### config.mk
export PLATFORM = sky130hd
export DESIGN_NAME = seg_scan_decoder
export DESIGN_NICKNAME = d
export VERILOG_FILES = /design/src/rtl/seg_scan_decoder.sv
export SDC_FILE = /design/constraint.sdc
export NUM_CORES = 1
export LEC_CHECK = 0
export CAP_MARGIN = 20
export CELL_PAD_IN_SITES_DETAIL_PLACEMENT = 1
export CELL_PAD_IN_SITES_GLOBAL_PLACEMENT = 1
export CORE_UTILIZATION = 43
export DETAILED_ROUTE_END_ITERATION = 8
export GPL_ROUTABILITY_DRIVEN = 0
export GPL_TIMING_DRIVEN = 1
export MAX_ROUTING_LAYER = met4
export PLACE_DENSITY_LB_ADDON = 0.1
export SLEW_MARGIN = 20
export SYNTH_ARGS = -nofsm -noshare
export SYNTH_HDL_FRONTEND = slang
export SYNTH_SLANG_ARGS = --single-unit
export TNS_END_PERCENT = 30
### constraint.sdc
create_clock -name clkin -period 2.4 [get_ports clkin]
set_input_delay 0.36 -clock clkin [delete_from_list [all_inputs] [get_ports clkin]]
set_output_delay 0.36 -clock clkin [all_outputs]
set_load 0.01 [all_outputs]
### src/rtl/seg_scan_decoder.sv
// seg_scan_decoder: watches a multiplexed, active-low 7-segment display bus
// (an/seg) and turns it back into the 16-bit hex value being shown. Each
// digit has to stay stable for SETTLE registered samples before it is
// decoded. A frame is reported once all four digits have been seen.
module seg_scan_decoder #(
  parameter int SETTLE = 4,
  parameter int CW     = 8
) (
  input  logic        clkin,
  input  logic        btnR,
  input  logic [3:0]  an,
  input  logic [6:0]  seg,
  output logic [15:0] value,
  output logic        value_valid,
  output logic [3:0]  digit_seen,
  output logic        bad_seg,
  output logic        an_err
);

  localparam logic [CW-1:0] SETTLE_C = CW'(SETTLE);

  // Turns an active-low gfedcba pattern into {legal, nibble}.
  function automatic logic [4:0] decode(input logic [6:0] s);
    logic [4:0] r;
    case (s)
      7'h40:   r = {1'b1, 4'h0};
      7'h79:   r = {1'b1, 4'h1};
      7'h24:   r = {1'b1, 4'h2};
      7'h30:   r = {1'b1, 4'h3};
      7'h19:   r = {1'b1, 4'h4};
      7'h12:   r = {1'b1, 4'h5};
      7'h02:   r = {1'b1, 4'h6};
      7'h78:   r = {1'b1, 4'h7};
      7'h00:   r = {1'b1, 4'h8};
      7'h10:   r = {1'b1, 4'h9};
      7'h08:   r = {1'b1, 4'hA};
      7'h03:   r = {1'b1, 4'hB};
      7'h46:   r = {1'b1, 4'hC};
      7'h21:   r = {1'b1, 4'hD};
      7'h06:   r = {1'b1, 4'hE};
      7'h0E:   r = {1'b1, 4'hF};
      default: r = {1'b0, 4'h0};
    endcase
    return r;
  endfunction

  // Registered input copy (s_*) and the sample that came before it (p_*).
  logic [3:0]    s_an, p_an;
  logic [6:0]    s_seg, p_seg;
  logic [CW-1:0] cnt, cnt_nxt;
  logic          captured, captured_nxt;
  logic [3:0]    slot [4];

  logic          same, cap_base, fire;
  logic [3:0]    an_low;
  logic          one_low, multi_low;
  logic [1:0]    idx;
  logic [4:0]    dec;
  logic          frame_done;
  logic [3:0]    seen_nxt;
  logic          slot_we, bad_nxt, err_nxt;

  // Stability tracking, event classification and next frame-flag state.
  always_comb begin
    // NOTE: every output of this block gets a default first, so no path leaves a value unassigned and no latch is inferred.
    cnt_nxt      = '0;
    cap_base     = 1'b0;
    fire         = 1'b0;
    captured_nxt = 1'b0;
    idx          = 2'd0;
    slot_we      = 1'b0;
    bad_nxt      = 1'b0;
    err_nxt      = 1'b0;

    same = ({s_an, s_seg} == {p_an, p_seg});
    if (!same) begin
      cnt_nxt  = CW'(1);
      cap_base = 1'b0;
    end else begin
      cnt_nxt  = (cnt >= SETTLE_C) ? SETTLE_C : cnt + CW'(1);
      cap_base = captured;
    end
    fire         = (cnt_nxt == SETTLE_C) && !cap_base;
    captured_nxt = cap_base | fire;

    an_low    = ~s_an;
    one_low   = (an_low != 4'b0000) && ((an_low & (an_low - 4'd1)) == 4'b0000);
    multi_low = (an_low != 4'b0000) && !one_low;
    case (an_low)
      4'b0010: idx = 2'd1;
      4'b0100: idx = 2'd2;
      4'b1000: idx = 2'd3;
      default: idx = 2'd0;
    endcase
    dec = decode(s_seg);

    // A full frame is retired first; a capture in the same cycle then
    // lands in the fresh frame.
    frame_done = (digit_seen == 4'b1111);
    seen_nxt   = frame_done ? 4'b0000 : digit_seen;

    if (fire && one_low) begin
      if (dec[4]) begin
        slot_we       = 1'b1;
        seen_nxt[idx] = 1'b1;
      end else begin
        bad_nxt       = 1'b1;
        seen_nxt[idx] = 1'b0;
      end
    end else if (fire && multi_low) begin
      err_nxt = 1'b1;
    end
  end

  // State register: input sampling, dwell counter, slots, frame output.
  always_ff @(posedge clkin) begin
    // NOTE: sequential state uses non-blocking assignments so every register sees the pre-edge values of the others.
    if (btnR) begin
      // The idle bus (all segments and anodes off) is the reset sample, so
      // a blank display right after reset is not taken as a change.
      s_an        <= 4'hF;
      s_seg       <= 7'h7F;
      p_an        <= 4'hF;
      p_seg       <= 7'h7F;
      cnt         <= '0;
      captured    <= 1'b0;
      digit_seen  <= 4'b0000;
      value       <= 16'h0000;
      value_valid <= 1'b0;
      bad_seg     <= 1'b0;
      an_err      <= 1'b0;
      for (int i = 0; i < 4; i++) slot[i] <= 4'h0;
    end else begin
      s_an       <= an;
      s_seg      <= seg;
      p_an       <= s_an;
      p_seg      <= s_seg;
      cnt        <= cnt_nxt;
      captured   <= captured_nxt;
      digit_seen <= seen_nxt;
      bad_seg    <= bad_nxt;
      an_err     <= err_nxt;
      if (slot_we) slot[idx] <= dec[3:0];
      value_valid <= frame_done;
      if (frame_done) value <= {slot[3], slot[2], slot[1], slot[0]};
    end
  end

endmodule

==> run metrics <==
r2r worst-path depth 5; die width roughly 85 um; status complete, no violations; Synth Area in Compound Gates 13.4%; number of remaining DRC errors 0; Worst setup SP type register; Num CTS Buffers 9; Syn-to-layout area delta 24.3%; Critical Path RT around 2.4 ns; Syn Area/Cell 10.2 sq um; Primary FF master, synth dfxtp_1; first-pass GRT wire length about 10000 um; total chip power roughly 2700 uW; final setup margin ~0.15 ns; kind of end point of the critical path register; YS warnings 0; post-place setup slack 0.0537 ns; # port buffers 35; CP arrival 2.26 ns; total track usage 19.3%; CTS tree yes; Max Used Layer met4; Worst Hold Depth 2; WL met2 2910 um; detailed placement HPWL about 4200 um; Lkg Pwr approximately 0.0013 uW; Seq cells post-synth 70; ys async rst share 0%; CTS Sinks 70; hold crit path type register to register; R2R Setup Slk 0.15 ns; CP top delay family compound AO/OA/AOI/OAI gates; crit path kind register to register; max-cap violation count 0; layout cells sized above 1 between 10% and 20%; CP max stage delay slightly above 0.5 ns; commonest cells after routing, fill and taps aside 51 x dfxtp_1, 39 x nand2_1, 35 x clkdlybuf4s50_1; Metal-1 WL approximately 2800 um; initial antenna violation count 0; simple logic cell fraction of the synthesized area 23.5%; final setup vio count 0; antenna cells 0; Mapped Area a little under 3000 sq um; fmax around 450 MHz; Buf+Inv Stages, Crit Path 0; met3 WL post-DR 160 um; Max clock buf depth 2; total grt overflow 0; Synth Instances just under 300; Post-Synth Adder-Cell Area approximately 1.2%; final net count around 350; largest family of logic cells by synthesized area simple AND/OR/NAND/NOR gates; layout filler cell count between 700 and 800; FP Rows 29; xor and xnor area share after synthesis under 10%; WL per Instance 14.6 um; sequential share of the synthesized area 52.4%; Post-synth EDFFs 16; Tcrit/Tclk final a little over 90%; cell breakdown of the critical path a21oi_1 -> a211oi_4 -> o21a_4 -> nand2_2 -> o31ai_4; mux contribution to synthesized area 0%; Root Buffer clkbuf_8; clock latency on the worst-skew pair roughly 0.35 ns; vias in the first global route around 2200; initial cell density of the core 45.6%; Slew headroom 46.5%; Die Ht around 85 um; CTS H-tree lvls 3; reg2reg end slot[2][0]$_SDFFCE_PN0P_; drt pass-1 iters 4; most common cell after layout, fill and taps aside dfxtp_1; post-CTS sizing 0; DR vias/cell 5.26; Routed Antenna Nets 0; Hold Path Origin value[6]$_SDFFE_PP0P_; Detailed Route Iter0 Violations between 80 and 90; Worst-path clk slew 0.07 ns; setup tns final 0 ns; Max VDD drop approximately 0.36 mV; Slowest-stage cell, CP dfxtp_1; DIE AREA 7260 sq um; Pwr Density ~730 nW/um^2; post-layout min period around 2.2 ns; measured slew at the worst slew-check pin slightly below 0.8 ns; Routed WL 6010 um; crit path max fanout 9; reg2reg start s_an[2]$_SDFF_PP1_; pin count of the biggest net entering global routing 45; core box area approximately 6500 sq um; I/O pin total 36; final hold violation count 0; Hold EP value[6]$_SDFFE_PP0P_; Post-CTS Setup Inserts 0; Final Max Tran Viols 0; post-synth cell types 57; Worst Skew around 0.0088 ns; CTS Hold Bufs 0; Vias 2172
[worst max-delay path by stage]
stage / start / end / slack, ns / cells past startpoint
6_report: s_an[2]$_SDFF_PP1_ / slot[2][0]$_SDFFCE_PN0P_ / 0.15 / 5
5_1_grt: cnt[0]$_SDFF_PP0_ / slot[2][0]$_SDFFCE_PN0P_ / -0.003 / 7
4_1_cts: cnt[0]$_SDFF_PP0_ / slot[1][0]$_SDFFCE_PN0P_ / 0.03 / 7
3_5_place_dp: cnt[0]$_SDFF_PP0_ / slot[1][2]$_SDFFCE_PN0P_ / 0.05 / 7
3_3_place_gp: s_seg[1]$_SDFF_PP1_ / slot[3][2]$_DFFE_PP_ / 0.15 / 4
2_1_floorplan: s_seg[2]$_SDFF_PP1_ / slot[1][0]$_SDFFCE_PN0P_ / 0.30 / 7
[per-stage QoR]
step	instance area [sq um]	cells	hold WS, ns	utilization, %
2_1_floorplan	2990	296	0.441	-
3_3_place_gp	3390	397	0.443	52.0
3_5_place_dp	3390	397	0.447	52.0
4_1_cts	3660	413	0.456	56.1
5_1_grt	3700	413	0.475	56.7
6_report	3700	413	0.454	56.7
[state kept, by name, summed over array words and instances, names as in the netlist, 4 cells and up]
| signal | flops |
|---|---|
| value | 16 |
| p_seg | 7 |
| slot | 16 |
| p_an | 4 |
| s_seg | 7 |
| cnt | 8 |
| s_an | 4 |
| digit_seen | 4 |
[cell usage after synthesis, types with 3 or more instances]
| cell type | number | share of area (%) |
|---|---|---|
| dfxtp_1 | 54 | 36 |
| nand2_1 | 39 | 4.9 |
| or2_2 | 21 | 4.4 |
| a21oi_1 | 18 | 3.0 |
| edfxtp_1 | 16 | 16 |
| nor2_1 | 15 | 1.9 |
| xnor2_1 | 12 | 3.5 |
| clkbuf_1 | 9 | 1.1 |
| inv_1 | 8 | 1.0 |
| nor4_1 | 7 | 1.5 |
| buf_2 | 6 | 1.0 |
| nor3_1 | 6 | 1.0 |
| nand3_1 | 4 | 0.67 |
| nand4_1 | 4 | 0.84 |
| and3_1 | 3 | 0.63 |
| buf_4 | 3 | 0.76 |
| buf_6 | 3 | 1.1 |
| nand3b_1 | 3 | 0.76 |
| nand4b_1 | 3 | 0.88 |
| nor2b_1 | 3 | 0.63 |
| o311ai_1 | 3 | 0.88 |
| o31ai_1 | 3 | 0.76 |
| o31ai_2 | 3 | 1.3 |
| or3_1 | 3 | 0.63 |
[final cells by class]
cell class	instances	area [sq um]	share of cell area (%)
clock inverter	6	133	3.58
clock buffer	10	138	3.72
multi-input combinational	197	1320	35.5
inverter	8	30.0	0.811
sequential	70	1570	42.3
tap	77	96.3	2.60
timing repair buffer	45	425	11.5
[metal layers]
layer / GRT usage, % / vias up
met5: - / -
met4: 10.6 / 0
met3: 3.79 / 14
met2: 31.9 / 42
met1: 22.1 / 1018
li1: - / 1098
[cells by family (layout without fill, tap and decap cells)]
logic type,count (synthesis),in the layout
compound gates,49,49
xor+xnor,14,14
fa+ha+maj,3,3
buf+inv,29,69
flops,70,70
other cells,1,5
simple gates,126,126
[worst min-delay path, delay by kind of cell, from the launching register on]
family | cells | cell delay, ns
flip-flops | 1 | 0.31
AND/OR/NAND/NOR | 1 | 0.05
AO/OA/AOI/OAI | 1 | 0.05
[report_power, final]
part	total, uW	leakage (uW)	switching, uW	internal [uW]
clock	1250	0.000134	431	822
sequential	1270	0.000614	33.2	1230
combinational	169	0.000574	89.3	80.0
(Power assumes the default switching activity.)
